## src/rtl/pong_pkg.sv

```systemverilog
// Shared pong constants and types for the ball renderer.
// Provides the screen limits, the colour type and the renderer state enum.
package pong_pkg;

   localparam int X_MAX = 319;
   localparam int Y_MAX = 239;

   typedef logic [2:0] colour_t;

   typedef enum logic [1:0] {
      CLEAR,
      IDLE,
      ERASE,
      DRAW
   } render_state_t;

endpackage

```

## src/rtl/raster_counter.sv

```systemverilog
// 2D column/row counter that walks (0,0)..(W_MAX,H_MAX) in row-major order.
// Ports: clk, reset (sync, active-low), start (zero), step (advance),
//        col/row (current position), last (at (W_MAX,H_MAX)).
module raster_counter #(
   parameter int W_MAX = 319,
   parameter int H_MAX = 239,
   parameter int CW    = 9,
   parameter int RW    = 8
) (
   input  logic          clk,
   input  logic          reset,
   input  logic          start,
   input  logic          step,
   output logic [CW-1:0] col,
   output logic [RW-1:0] row,
   output logic          last
);

   logic [CW-1:0] col_q, col_d;
   logic [RW-1:0] row_q, row_d;
   logic          col_end;
   logic          row_end;

   assign col_end = (col_q == CW'(W_MAX));
   assign row_end = (row_q == RW'(H_MAX));
   assign col     = col_q;
   assign row     = row_q;
   assign last    = col_end && row_end;

   // Stepping past the last position wraps to (0,0), ready for the next walk.
   always_comb begin
      col_d = col_q;
      row_d = row_q;
      if (start) begin
         col_d = '0;
         row_d = '0;
      end else if (step) begin
         if (col_end) begin
            col_d = '0;
            row_d = row_end ? '0 : row_q + 1'b1;
         end else begin
            col_d = col_q + 1'b1;
         end
      end
   end

   always_ff @(posedge clk) begin
      if (!reset) begin
         col_q <= '0;
         row_q <= '0;
      end else begin
         col_q <= col_d;
         row_q <= row_d;
      end
   end

endmodule

```

## src/rtl/ball_renderer.sv

```systemverilog
// Turns ball (x,y) updates into erase/draw pixel plot commands for VGA.
// Ports: clk, reset (sync, active-low), update/x/y (from physics), ready,
//        plot/vga_x/vga_y/colour (registered pixel command to the adapter).
module ball_renderer
   import pong_pkg::*;
#(
   parameter int      BALL_SIZE      = 4,
   parameter int      X_MAX          = pong_pkg::X_MAX,
   parameter int      Y_MAX          = pong_pkg::Y_MAX,
   parameter colour_t BALL_COLOUR    = 3'b111,
   parameter colour_t BG_COLOUR      = 3'b000,
   parameter bit      CLEAR_ON_RESET = 1'b1
) (
   input  logic       clk,
   input  logic       reset,
   input  logic       update,
   input  logic [8:0] x,
   input  logic [7:0] y,
   output logic       ready,
   output logic       plot,
   output logic [8:0] vga_x,
   output logic [7:0] vga_y,
   output logic [2:0] colour
);

   render_state_t state_q, state_d;
   logic [8:0]    old_x_q, old_x_d, new_x_q, new_x_d;
   logic [7:0]    old_y_q, old_y_d, new_y_q, new_y_d;
   logic          have_prev_q, have_prev_d;
   logic          plot_q, plot_d;
   logic [8:0]    vga_x_q, vga_x_d;
   logic [7:0]    vga_y_q, vga_y_d;
   colour_t       colour_q, colour_d;

   logic [8:0] clr_col;
   logic [7:0] clr_row;
   logic       clr_last;
   logic [3:0] b_col;
   logic [3:0] b_row;
   logic       b_last;

   raster_counter #(
      .W_MAX(X_MAX), .H_MAX(Y_MAX), .CW(9), .RW(8)
   ) u_clear (
      .clk  (clk),
      .reset(reset),
      .start(1'b0),
      .step (state_q == CLEAR),
      .col  (clr_col),
      .row  (clr_row),
      .last (clr_last)
   );

   raster_counter #(
      .W_MAX(BALL_SIZE - 1), .H_MAX(BALL_SIZE - 1), .CW(4), .RW(4)
   ) u_ball (
      .clk  (clk),
      .reset(reset),
      .start(state_q == IDLE),
      .step ((state_q == ERASE) || (state_q == DRAW)),
      .col  (b_col),
      .row  (b_row),
      .last (b_last)
   );

   // Sums are one bit wider than the screen so an off-screen pixel
   // is clipped rather than wrapping back onto column/row 0.
   logic [8:0] base_x;
   logic [7:0] base_y;
   logic [9:0] sum_x;
   logic [8:0] sum_y;
   logic       on_screen;

   assign base_x    = (state_q == ERASE) ? old_x_q : new_x_q;
   assign base_y    = (state_q == ERASE) ? old_y_q : new_y_q;
   assign sum_x     = {1'b0, base_x} + {6'd0, b_col};
   assign sum_y     = {1'b0, base_y} + {5'd0, b_row};
   assign on_screen = (sum_x <= 10'(X_MAX)) && (sum_y <= 9'(Y_MAX));

   always_comb begin
      state_d     = state_q;
      old_x_d     = old_x_q;
      old_y_d     = old_y_q;
      new_x_d     = new_x_q;
      new_y_d     = new_y_q;
      have_prev_d = have_prev_q;
      plot_d      = 1'b0;
      vga_x_d     = vga_x_q;
      vga_y_d     = vga_y_q;
      colour_d    = colour_q;
      case (state_q)
         CLEAR: begin
            plot_d   = 1'b1;
            vga_x_d  = clr_col;
            vga_y_d  = clr_row;
            colour_d = BG_COLOUR;
            if (clr_last) state_d = IDLE;
         end
         IDLE: begin
            if (update) begin
               new_x_d = x;
               new_y_d = y;
               state_d = have_prev_q ? ERASE : DRAW;
            end
         end
         ERASE: begin
            plot_d   = on_screen;
            vga_x_d  = sum_x[8:0];
            vga_y_d  = sum_y[7:0];
            colour_d = BG_COLOUR;
            if (b_last) state_d = DRAW;
         end
         DRAW: begin
            plot_d   = on_screen;
            vga_x_d  = sum_x[8:0];
            vga_y_d  = sum_y[7:0];
            colour_d = BALL_COLOUR;
            if (b_last) begin
               old_x_d     = new_x_q;
               old_y_d     = new_y_q;
               have_prev_d = 1'b1;
               state_d     = IDLE;
            end
         end
         default: state_d = IDLE;
      endcase
   end

   always_ff @(posedge clk) begin
      if (!reset) begin
         state_q     <= CLEAR_ON_RESET ? CLEAR : IDLE;
         old_x_q     <= '0;
         old_y_q     <= '0;
         new_x_q     <= '0;
         new_y_q     <= '0;
         have_prev_q <= 1'b0;
         plot_q      <= 1'b0;
         vga_x_q     <= '0;
         vga_y_q     <= '0;
         colour_q    <= BG_COLOUR;
      end else begin
         state_q     <= state_d;
         old_x_q     <= old_x_d;
         old_y_q     <= old_y_d;
         new_x_q     <= new_x_d;
         new_y_q     <= new_y_d;
         have_prev_q <= have_prev_d;
         plot_q      <= plot_d;
         vga_x_q     <= vga_x_d;
         vga_y_q     <= vga_y_d;
         colour_q    <= colour_d;
      end
   end

   assign ready  = (state_q == IDLE);
   assign plot   = plot_q;
   assign vga_x  = vga_x_q;
   assign vga_y  = vga_y_q;
   assign colour = colour_q;

endmodule
```

## config.mk

```make
export PLATFORM = sky130hd
export DESIGN_NAME = ball_renderer
export DESIGN_NICKNAME = d
export VERILOG_FILES = /design/src/rtl/pong_pkg.sv /design/src/rtl/raster_counter.sv /design/src/rtl/ball_renderer.sv
export SDC_FILE = /design/constraint.sdc
export NUM_CORES = 1
export LEC_CHECK = 0
export CAP_MARGIN = 0
export CORE_UTILIZATION = 45
export CTS_CLUSTER_SIZE = 10
export DETAILED_ROUTE_END_ITERATION = 8
export DONT_BUFFER_PORTS = 1
export PLACE_DENSITY_LB_ADDON = 0.08
export SYNTH_ARGS = -nofsm -noshare
export SYNTH_HDL_FRONTEND = slang
export SYNTH_SLANG_ARGS = --single-unit
```

## constraint.sdc

```tcl
create_clock -name clk -period 4.05 [get_ports clk]
set_clock_uncertainty 0.15 [all_clocks]
set_input_delay 0.2025 -clock clk [delete_from_list [all_inputs] [get_ports clk]]
set_output_delay 0.2025 -clock clk [all_outputs]
set_load 0.005 [all_outputs]
```

==> results of run 1 <==
## cell usage in the layout (no fill, tap or decap), types with 3 or more instances in the layout
cell	netlist	routed
a211oi_1	5	5
a21boi_0	24	24
a21oi_1	22	22
and2_1	5	5
and3_1	8	8
buf_4	2	4
clkbuf_8	0	11
clkinvlp_4	0	4
dfxtp_1	81	81
dlygate4sd3_1	0	17
ha_1	19	19
inv_1	17	17
mux2_2	12	12
mux2i_1	26	26
nand2_1	75	75
nand3_1	16	16
nand3b_1	3	3
nand4_1	6	6
nor2_1	30	30
nor2b_1	31	31
nor3b_1	4	4
o211a_1	6	6
o211ai_1	5	5
o21ai_0	14	14
or2_2	4	4
xnor2_1	14	14
xor2_1	14	14
## Yosys cell counts, types with 2 or more instances
master,n
a31oi_1,2
o21ai_0,14
a31o_2,2
nand3_1,16
xor2_1,14
ha_1,19
and2_1,5
mux2i_1,26
nor3b_1,4
nor3_1,2
nand3b_1,3
nor4_1,2
fa_1,2
a211oi_1,5
nand2_1,75
a22oi_1,2
a21boi_0,24
buf_1,4
nor2b_1,31
buf_2,4
xnor2_1,14
and3_1,8
or3_1,2
buf_4,2
nor2_1,30
dfxtp_1,81
a21oi_1,22
clkbuf_1,17
o211ai_1,5
or2_2,4
o211a_1,6
nand4_1,6
inv_1,17
mux2_2,12
## cell families after synthesis
| logic type | count (synthesis) | share of synthesized area, % |
|---|---|---|
| compound gates | 95 | 15.0 |
| xor+xnor | 28 | 5.62 |
| flops | 81 | 37.1 |
| mux | 38 | 9.06 |
| fa+ha+maj | 21 | 6.36 |
| simple gates | 196 | 22.7 |
| buf+inv | 44 | 4.07 |
## final cells by class
| type | count | area [um2] | area share, % |
|---|---|---|---|
| clock inverter | 5 | 38.8 | 0.803 |
| tap | 129 | 161 | 3.34 |
| clock buffer | 11 | 151 | 3.13 |
| sequential | 81 | 1620 | 33.6 |
| timing repair buffer | 22 | 228 | 4.71 |
| multi-input combinational | 378 | 2570 | 53.1 |
| inverter | 17 | 63.8 | 1.32 |
## per-layer routing
layer | global-route usage [%] | share of wire, % | up-vias
met1 | 28.0 | 51 | 1641
met5 | 0 | 0 | -
met4 | 7.69 | 1.9 | 0
li1 | - | - | 1741
met2 | 34.0 | 44 | 67
met3 | 4.16 | 3.5 | 16
## state kept, by name (all words and copies together) (netlist names), 8 cells and up
signal,count
new_x_q,9
old_x_q,9
u_clear.col,9
vga_x,9
new_y_q,8
old_y_q,8
u_clear.row,8
vga_y,8
## what timing repair did
item,CTS,global route
setup endpoints to repair,0,0
endpoints found under the hold margin,75,0
hold buffers,18,0
## power breakdown
part	internal (mW)	switching (mW)
clock network	0.259	0.322
registers	0.800	0.00495
logic	0.0275	0.0209
## worst max-delay path by stage
stage / end / slack, ns / cells past startpoint
after floorplan: plot / 0.21 / 16
after global placement: plot / 0.53 / 11
after detailed placement: plot / 0.39 / 11
after CTS: plot / 0.35 / 11
after global routing: plot / 0.13 / 11
final: plot / 0.30 / 11
==> impl_metrics.json, run 1 <==
{
  "dpl.cell_count": 609,
  "rsz0062_at_grt": "no",
  "peakVddDrop_mv": 0.259,
  "avgRoutedWirePerCell_um": 15.7,
  "fp.dieArea_mm2": 0.0101,
  "synth_top_area_cell": "dfxtp_1",
  "timing.max_cap.violations": 0,
  "cts.sink_count": 81,
  "routed_wl_um": 10100,
  "synth_area_leaders": "dfxtp_1 (37%), nand2_1 (6.4%), mux2i_1 (6.0%)",
  "num_vias": 3465,
  "fin_util_pct": 51.8,
  "synth_top_area_share_pct": 37.1,
  "grt_pass1_wl_um": 16600,
  "path_common_cell": "ha_1",
  "hp-start": "reset",
  "worstPathArrival_ns": 3.87,
  "core_mm2": 0.00933,
  "ff2ff_setup_slack_ns": 0.30,
  "worst_slack_ns": 0.304,
  "gp_congestion": 0.859,
  "worstSetupStartpointType": "flip-flop",
  "cp_num_buf_inv": 2,
  "cp_top_family": "compound AO/OA/AOI/OAI gates",
  "cp-end-kind": "flip-flop",
  "cts_tree": "built",
  "io_pins": 42,
  "power_density_mw_per_mm2": 297,
  "area_delta_synth_final_pct": 10.7,
  "cp-startpoint": "state_q[0]",
  "p_leak_nw": 1.87,
  "start_util_pct": 46.8,
  "dpl_worst_slack_ns": 0.394,
  "ys_warn_count": 0,
  "syn_area_mm2": 0.00437,
  "setup_tns_ns": 0,
  "relSlewSlack_pct": 52.0,
  "post_layout_nonfiller_instances": 643,
  "drt_iter0_drc": 88,
  "ys_ff_latch": 81,
  "synth_edf_count": 0,
  "drive_gt1_share_pct": 8.17,
  "h-tree-depth": 3,
  "grt_pass1_vias": 3316,
  "r2r_cells": 11,
  "fill_cells": 913,
  "cts_resized": 0,
  "synthesis.nets": 544,
  "clk_pin_slew_ns": 0.09,
  "synthCells": 503,
  "slew_violations": 0,
  "place_area_mm2": 0.00444,
  "tightest_slew_ns": 0.715,
  "fin_hold_ws_ns": 0.0722,
  "hpwlAfterDp_um": 6970,
  "viasPerCell": 5.39,
  "die_x_um": 100,
  "min_path_cells": 2,
  "rows": 35,
  "finalHoldViolations": 0,
  "grt_usage_pct": 21.1,
  "cp_max_fo": 23,
  "hp-class": "input pin to flip-flop",
  "ys.flop_type": "dfxtp_1",
  "drc_errors": 0,
  "critPathMaxStageDelay_ns": 0.52,
  "grt-ovfl-total": 0,
  "nNetsFinal": 550,
  "die_h_um": 100,
  "ant_nets": 0,
  "p_total_mw": 1.43,
  "seq_area_frac_synth_pct": 37.1,
  "diodes": 0,
  "crit_type": "flip-flop to flip-flop",
  "cp.required_ns": 4.17,
  "synthDistinctLibCells": 55,
  "cp_slowest_cell": "ha_1",
  "async_flop_share_pct": 0,
  "fmax_mhz": 267,
  "numCtsBuffers": 9,
  "clock-root-buffer": "clkbuf_8",
  "grt_antenna_before_repair": 0,
  "postLayoutCellArea_mm2": 0.00483,
  "dr.pass1.iters": 4,
  "clk_path_buf_depth": 2,
  "hold-path-endpoint": "vga_y[6]",
  "fin_crit_ns": 3.75,
  "setup_violations": 0,
  "status": "finished, final reports clean",
  "portBuffers": 0,
  "worstPathCellList": "inv_1, ha_1, buf_4, mux2_2, ha_1, a21oi_1, a21boi_0, or2_2, and3_1, o32a_1, o31ai_1",
  "post-cts-setup-buffers": 0,
  "finalCritPeriodShare_pct": 92.5,
  "r2r-start": "state_q[0]",
  "synth_area_per_cell_um2": 8.68,
  "grt_max_degree": 70,
  "clk_latency_ns": 0.36,
  "r2r_end": "plot"
}
(Power assumes the default switching activity.)
==> run 2, diff against run 1 <==
--- a/config.mk
+++ b/config.mk
@@ -10,7 +10,6 @@
 export CTS_CLUSTER_SIZE = 10
 export DETAILED_ROUTE_END_ITERATION = 8
 export DONT_BUFFER_PORTS = 1
-export PLACE_DENSITY_LB_ADDON = 0.08
 export SYNTH_ARGS = -nofsm -noshare
 export SYNTH_HDL_FRONTEND = slang
 export SYNTH_SLANG_ARGS = --single-unit
==> run 2 against run 1 <==
Utilization grew 0.68 points. Total power grew 9.5%. Sequential power is essentially flat. Largest power group unchanged. Critical path depth is the same. Sequential share of layout area shrank 0.44 points. Largest cell class unchanged. First-iteration DRC count grew 100%. Sequential cell count is the same. Worst hold slack lost 0.0052 ns. Non-clock buffer count grew 1.
==> impl_metrics.json, run 2 (same netlist as run 1, synthesis figures left out) <==
{
  "rows": 35,
  "postLayoutCellArea_mm2": 0.00489,
  "crit_type": "flip-flop to flip-flop",
  "gp_congestion": 0.877,
  "io_pins": 42,
  "avgRoutedWirePerCell_um": 15.1,
  "finalCritPeriodShare_pct": 86.8,
  "drive_gt1_share_pct": 7.96,
  "final_cell_mix": "dfxtp_1 (81), nand2_1 (75), nor2b_1 (31)",
  "setup_violations": 0,
  "portBuffers": 0,
  "top_usage_layer": "met2",
  "nNetsFinal": 551,
  "clk_path_buf_depth": 2,
  "finalHoldViolations": 0,
  "clk_pin_slew_ns": 0.08,
  "ff2ff_setup_slack_ns": 0.54,
  "clk_latency_ns": 0.34,
  "drc_errors": 0,
  "die_h_um": 100,
  "slew_violations": 0,
  "cts.sink_count": 81,
  "use_met1_pct": 28.3,
  "setup_tns_ns": 0,
  "cts_resized": 0,
  "area_delta_synth_final_pct": 12.1,
  "r2r-start": "state_q[0]",
  "core_mm2": 0.00933,
  "cts_tree": "built",
  "grt_max_degree": 69,
  "h-tree-depth": 3,
  "fill_cells": 853,
  "post-cts-setup-buffers": 0,
  "worstSetupStartpointType": "flip-flop",
  "grt_antenna_before_repair": 0,
  "grt-ovfl-total": 0,
  "r2r_cells": 11,
  "num_vias": 3433,
  "p_leak_nw": 1.91,
  "layout_commonest_cell": "dfxtp_1",
  "fp.dieArea_mm2": 0.0101,
  "fmax_mhz": 285,
  "worst_slack_ns": 0.536,
  "cp-startpoint": "state_q[0]",
  "cp-end-kind": "flip-flop",
  "multi_input_area_mm2": 0.00257,
  "clock-root-buffer": "clkbuf_8",
  "p_total_mw": 1.57,
  "peakVddDrop_mv": 0.171,
  "grt_pass1_wl_um": 16600,
  "grtUsageMet2_pct": 33.7,
  "endpoint": "plot",
  "relSlewSlack_pct": 51.5,
  "die_x_um": 100,
  "grt_pass1_vias": 3363,
  "tightest_slew_ns": 0.722,
  "dr.pass1.iters": 4,
  "use_met3_pct": 3.47,
  "viasPerCell": 5.33,
  "numCtsBuffers": 9,
  "diodes": 0,
  "r2r_end": "plot",
  "hpwlAfterDp_um": 6800,
  "cp.required_ns": 4.16,
  "cp_max_fo": 33,
  "ant_nets": 0,
  "status": "finished, final reports clean",
  "routed_wl_um": 9760,
  "grt_usage_pct": 20.9,
  "power_density_mw_per_mm2": 321,
  "seqCellArea_mm2": 0.00162,
  "hp-class": "input pin to flip-flop",
  "fin_crit_ns": 3.51,
  "place_area_mm2": 0.00444,
  "start_util_pct": 46.8,
  "timing.max_cap.violations": 0,
  "drt_iter0_drc": 178,
  "rsz0062_at_grt": "no",
  "worstPathArrival_ns": 3.62,
  "dpl_worst_slack_ns": 0.591
}
==> run 2: worst min-delay path by stage <==
| stage | start | to | depth (start not counted) |
|---|---|---|---|
| floorplan | x[4] | new_x_q[4] | 2 |
| global placement | reset | vga_y[6] | 1 |
| detailed placement | reset | vga_y[6] | 1 |
| CTS | reset | vga_y[6] | 2 |
| global route | reset | old_x_q[8] | 2 |
| finish | reset | vga_y[6] | 2 |
==> run 2: timing repair <==
item,in CTS,in global routing
endpoints found under the setup margin,0,0
hold endpoints to repair,75,0
hold buffers,19,0
==> run 2: critical path, stage by stage (launching register included) <==
cell      delay, ns
dfxtp_1        0.35
inv_1          0.14
ha_1           0.31
buf_4          0.37
mux2_2         0.41
ha_1           0.32
a21oi_1        0.16
a21boi_0       0.17
or2_2          0.37
and3_1         0.19
o32a_1         0.32
o31ai_1        0.17
==> run 2: layer usage <==
layer	wire, um	vias up
li1	-	1747
met2	4440	70
met1	4830	1607
met3	376	9
met5	0	-
met4	115	0
==> run 2: where the power goes <==
part	leakage (nW)	switching (mW)	internal (mW)
sequential	0.653	0.00486	0.800
combinational	1.14	0.0204	0.0280
clock	0.120	0.292	0.426
==> run 2: cell type report <==
type	instances	area share, %
Multi-Input combinational cell	378	52.4
Timing Repair Buffer	23	4.86
Inverter	17	1.30
Tap cell	129	3.30
Clock buffer	11	2.89
Sequential cell	81	33.1
Clock inverter	5	2.10
==> run 2: through the flow <==
step                      cells  util (%)  hold WS [ns]
after CTS                   644      52.5        0.0585
after global routing        644      52.5        0.0829
after global placement      609      47.6         0.183
final                       644      52.5        0.0670
after detailed placement    609      47.6         0.181
after floorplan             503         -         0.197
==> run 3, diff against run 2 <==
--- a/config.mk
+++ b/config.mk
@@ -6,10 +6,12 @@
 export NUM_CORES = 1
 export LEC_CHECK = 0
 export CAP_MARGIN = 0
+export CORE_MARGIN = 2
 export CORE_UTILIZATION = 45
 export CTS_CLUSTER_SIZE = 10
 export DETAILED_ROUTE_END_ITERATION = 8
 export DONT_BUFFER_PORTS = 1
+export HOLD_SLACK_MARGIN = 0.08
 export SYNTH_ARGS = -nofsm -noshare
 export SYNTH_HDL_FRONTEND = slang
 export SYNTH_SLANG_ARGS = --single-unit
==> run 3 against run 2 <==
Critical path depth unchanged. Clock-buffer cell count is 1 lower. Worst hold slack better by 0.16 ns. Sequential cell count unchanged. Setup slack got worse by 0.055 ns. Sequential power about the same.
==> impl_metrics.json, run 3 (same netlist as run 1, synthesis figures left out) <==
{
  "avgRoutedWirePerCell_um": 14.5,
  "timing.max_cap.violations": 0,
  "rows": 35,
  "rsz0062_at_grt": "no",
  "r2r_end": "plot",
  "finalHoldViolations": 0,
  "power_density_mw_per_mm2": 300,
  "clock-root-buffer": "clkbuf_8",
  "numCtsBuffers": 9,
  "cts_tree": "built",
  "wl_met3_um": 292,
  "postLayoutCellArea_mm2": 0.00486,
  "drive_gt1_share_pct": 8.32,
  "grt_max_degree": 70,
  "r2r-start": "state_q[0]",
  "fmax_mhz": 280,
  "area_delta_synth_final_pct": 11.4,
  "r2r_cells": 11,
  "clk_pin_slew_ns": 0.08,
  "io_pins": 42,
  "nNetsFinal": 553,
  "wl_met2_um": 4310,
  "ff2ff_setup_slack_ns": 0.48,
  "grt_pass1_vias": 3158,
  "dr.pass1.iters": 4,
  "peakVddDrop_mv": 0.211,
  "status": "finished, final reports clean",
  "drc_errors": 0,
  "clk_latency_ns": 0.36,
  "die_x_um": 102,
  "cp_max_fo": 14,
  "grt_usage_pct": 19.0,
  "cts.sink_count": 81,
  "crit_type": "flip-flop to flip-flop",
  "fin_crit_ns": 3.57,
  "min_path_cells": 4,
  "p_total_mw": 1.46,
  "routed_wl_um": 9390,
  "place_area_mm2": 0.00445,
  "layout_commonest_cell": "dfxtp_1",
  "relSlewSlack_pct": 54.9,
  "drt_iter0_drc": 127,
  "tightest_slew_ns": 0.672,
  "hold-path-endpoint": "state_q[1]",
  "start_util_pct": 46.8,
  "p_leak_nw": 1.90,
  "final_cell_mix": "dfxtp_1 (81), nand2_1 (75), nor2b_1 (31)",
  "viasPerCell": 5.23,
  "portBuffers": 0,
  "slew_violations": 0,
  "clk_path_buf_depth": 2,
  "h-tree-depth": 3,
  "cp.required_ns": 4.17,
  "finalCritPeriodShare_pct": 88.1,
  "worstSetupStartpointType": "flip-flop",
  "die_h_um": 102,
  "num_vias": 3376,
  "fp.dieArea_mm2": 0.0105,
  "hpwlAfterDp_um": 6790,
  "grt_antenna_before_repair": 0,
  "diodes": 0,
  "met1_length_um": 4710,
  "cp-end-kind": "flip-flop",
  "highest_layer": "met4",
  "gp_congestion": 0.879,
  "setup_tns_ns": 0,
  "hp-start": "update",
  "worstPathArrival_ns": 3.69,
  "fin_hold_ws_ns": 0.225,
  "ant_nets": 0,
  "grt-ovfl-total": 0,
  "grt_pass1_wl_um": 15600,
  "core_mm2": 0.00933,
  "hp-class": "input pin to flip-flop",
  "setup_violations": 0
}
==> run 3: cell count changes in the layout (fill, tap and decap cells not counted) <==
cell / before / now
buf_4: 4 / 5
clkinvlp_4: 1 / 3
buf_16: 1 / 0
bufinv_16: 3 / 1
dlygate4sd3_1: 18 / 19
buf_12: 0 / 1
clkbuf_1: 1 / 0
inv_6: 0 / 1
==> run 3: worst max-delay path by stage <==
stage,startpoint,to,slack (ns)
floorplan,state_q[0],plot,0.21
global placement,state_q[0],plot,0.71
detailed placement,state_q[0],plot,0.52
CTS,state_q[0],plot,0.50
global route,state_q[0],plot,0.22
finish,state_q[0],plot,0.48
==> run 3: final cells by class <==
type	instances	area, um2
fill	887	4460
timing repair buffer	25	248
sequential	81	1620
clock inverter	6	66.3
multi-input combinational	378	2570
tap	129	161
clock buffer	10	138
inverter	17	63.8
==> run 3: timing repair <==
item | CTS | global route
resized for setup | 0 | 0
buffers inserted | 0 | 0
hold buffers | 20 | 0
endpoints found under the hold margin | 75 | 0
==> run 3: power by group <==
group / total (mW) / switching [mW] / internal (mW)
Sequential: 0.805 / 0.00464 / 0.800
Clock: 0.610 / 0.307 / 0.302
Combinational: 0.0470 / 0.0199 / 0.0271
Total: 1.46 / 0.332 / 1.13
==> run 3: metal layers <==
| metal | vias to the layer above | global-route usage (%) |
|---|---|---|
| met1 | 1568 | 26.5 |
| met3 | 6 | 3.53 |
| li1 | 1750 | - |
| met2 | 52 | 30.7 |
| met4 | 0 | 4.62 |
| met5 | - | 0 |
==> run 3: through the flow <==
step                      instances  worst slack (ns)  util, %
after global placement          610             0.705     47.7
after detailed placement        610             0.516     47.7
after CTS                       646             0.495     52.2
final                           646             0.481     52.2
after global routing            646             0.223     52.2
after floorplan                 503             0.214        -
==> run 3: critical path: stages (launching register included) <==
cell      delay, ns
dfxtp_1        0.34
inv_1          0.13
ha_1           0.45
buf_4          0.30
mux2_2         0.38
ha_1           0.31
a21oi_1        0.21
a21boi_0       0.17
or2_2          0.36
and3_1         0.19
o32a_1         0.32
o31ai_1        0.19
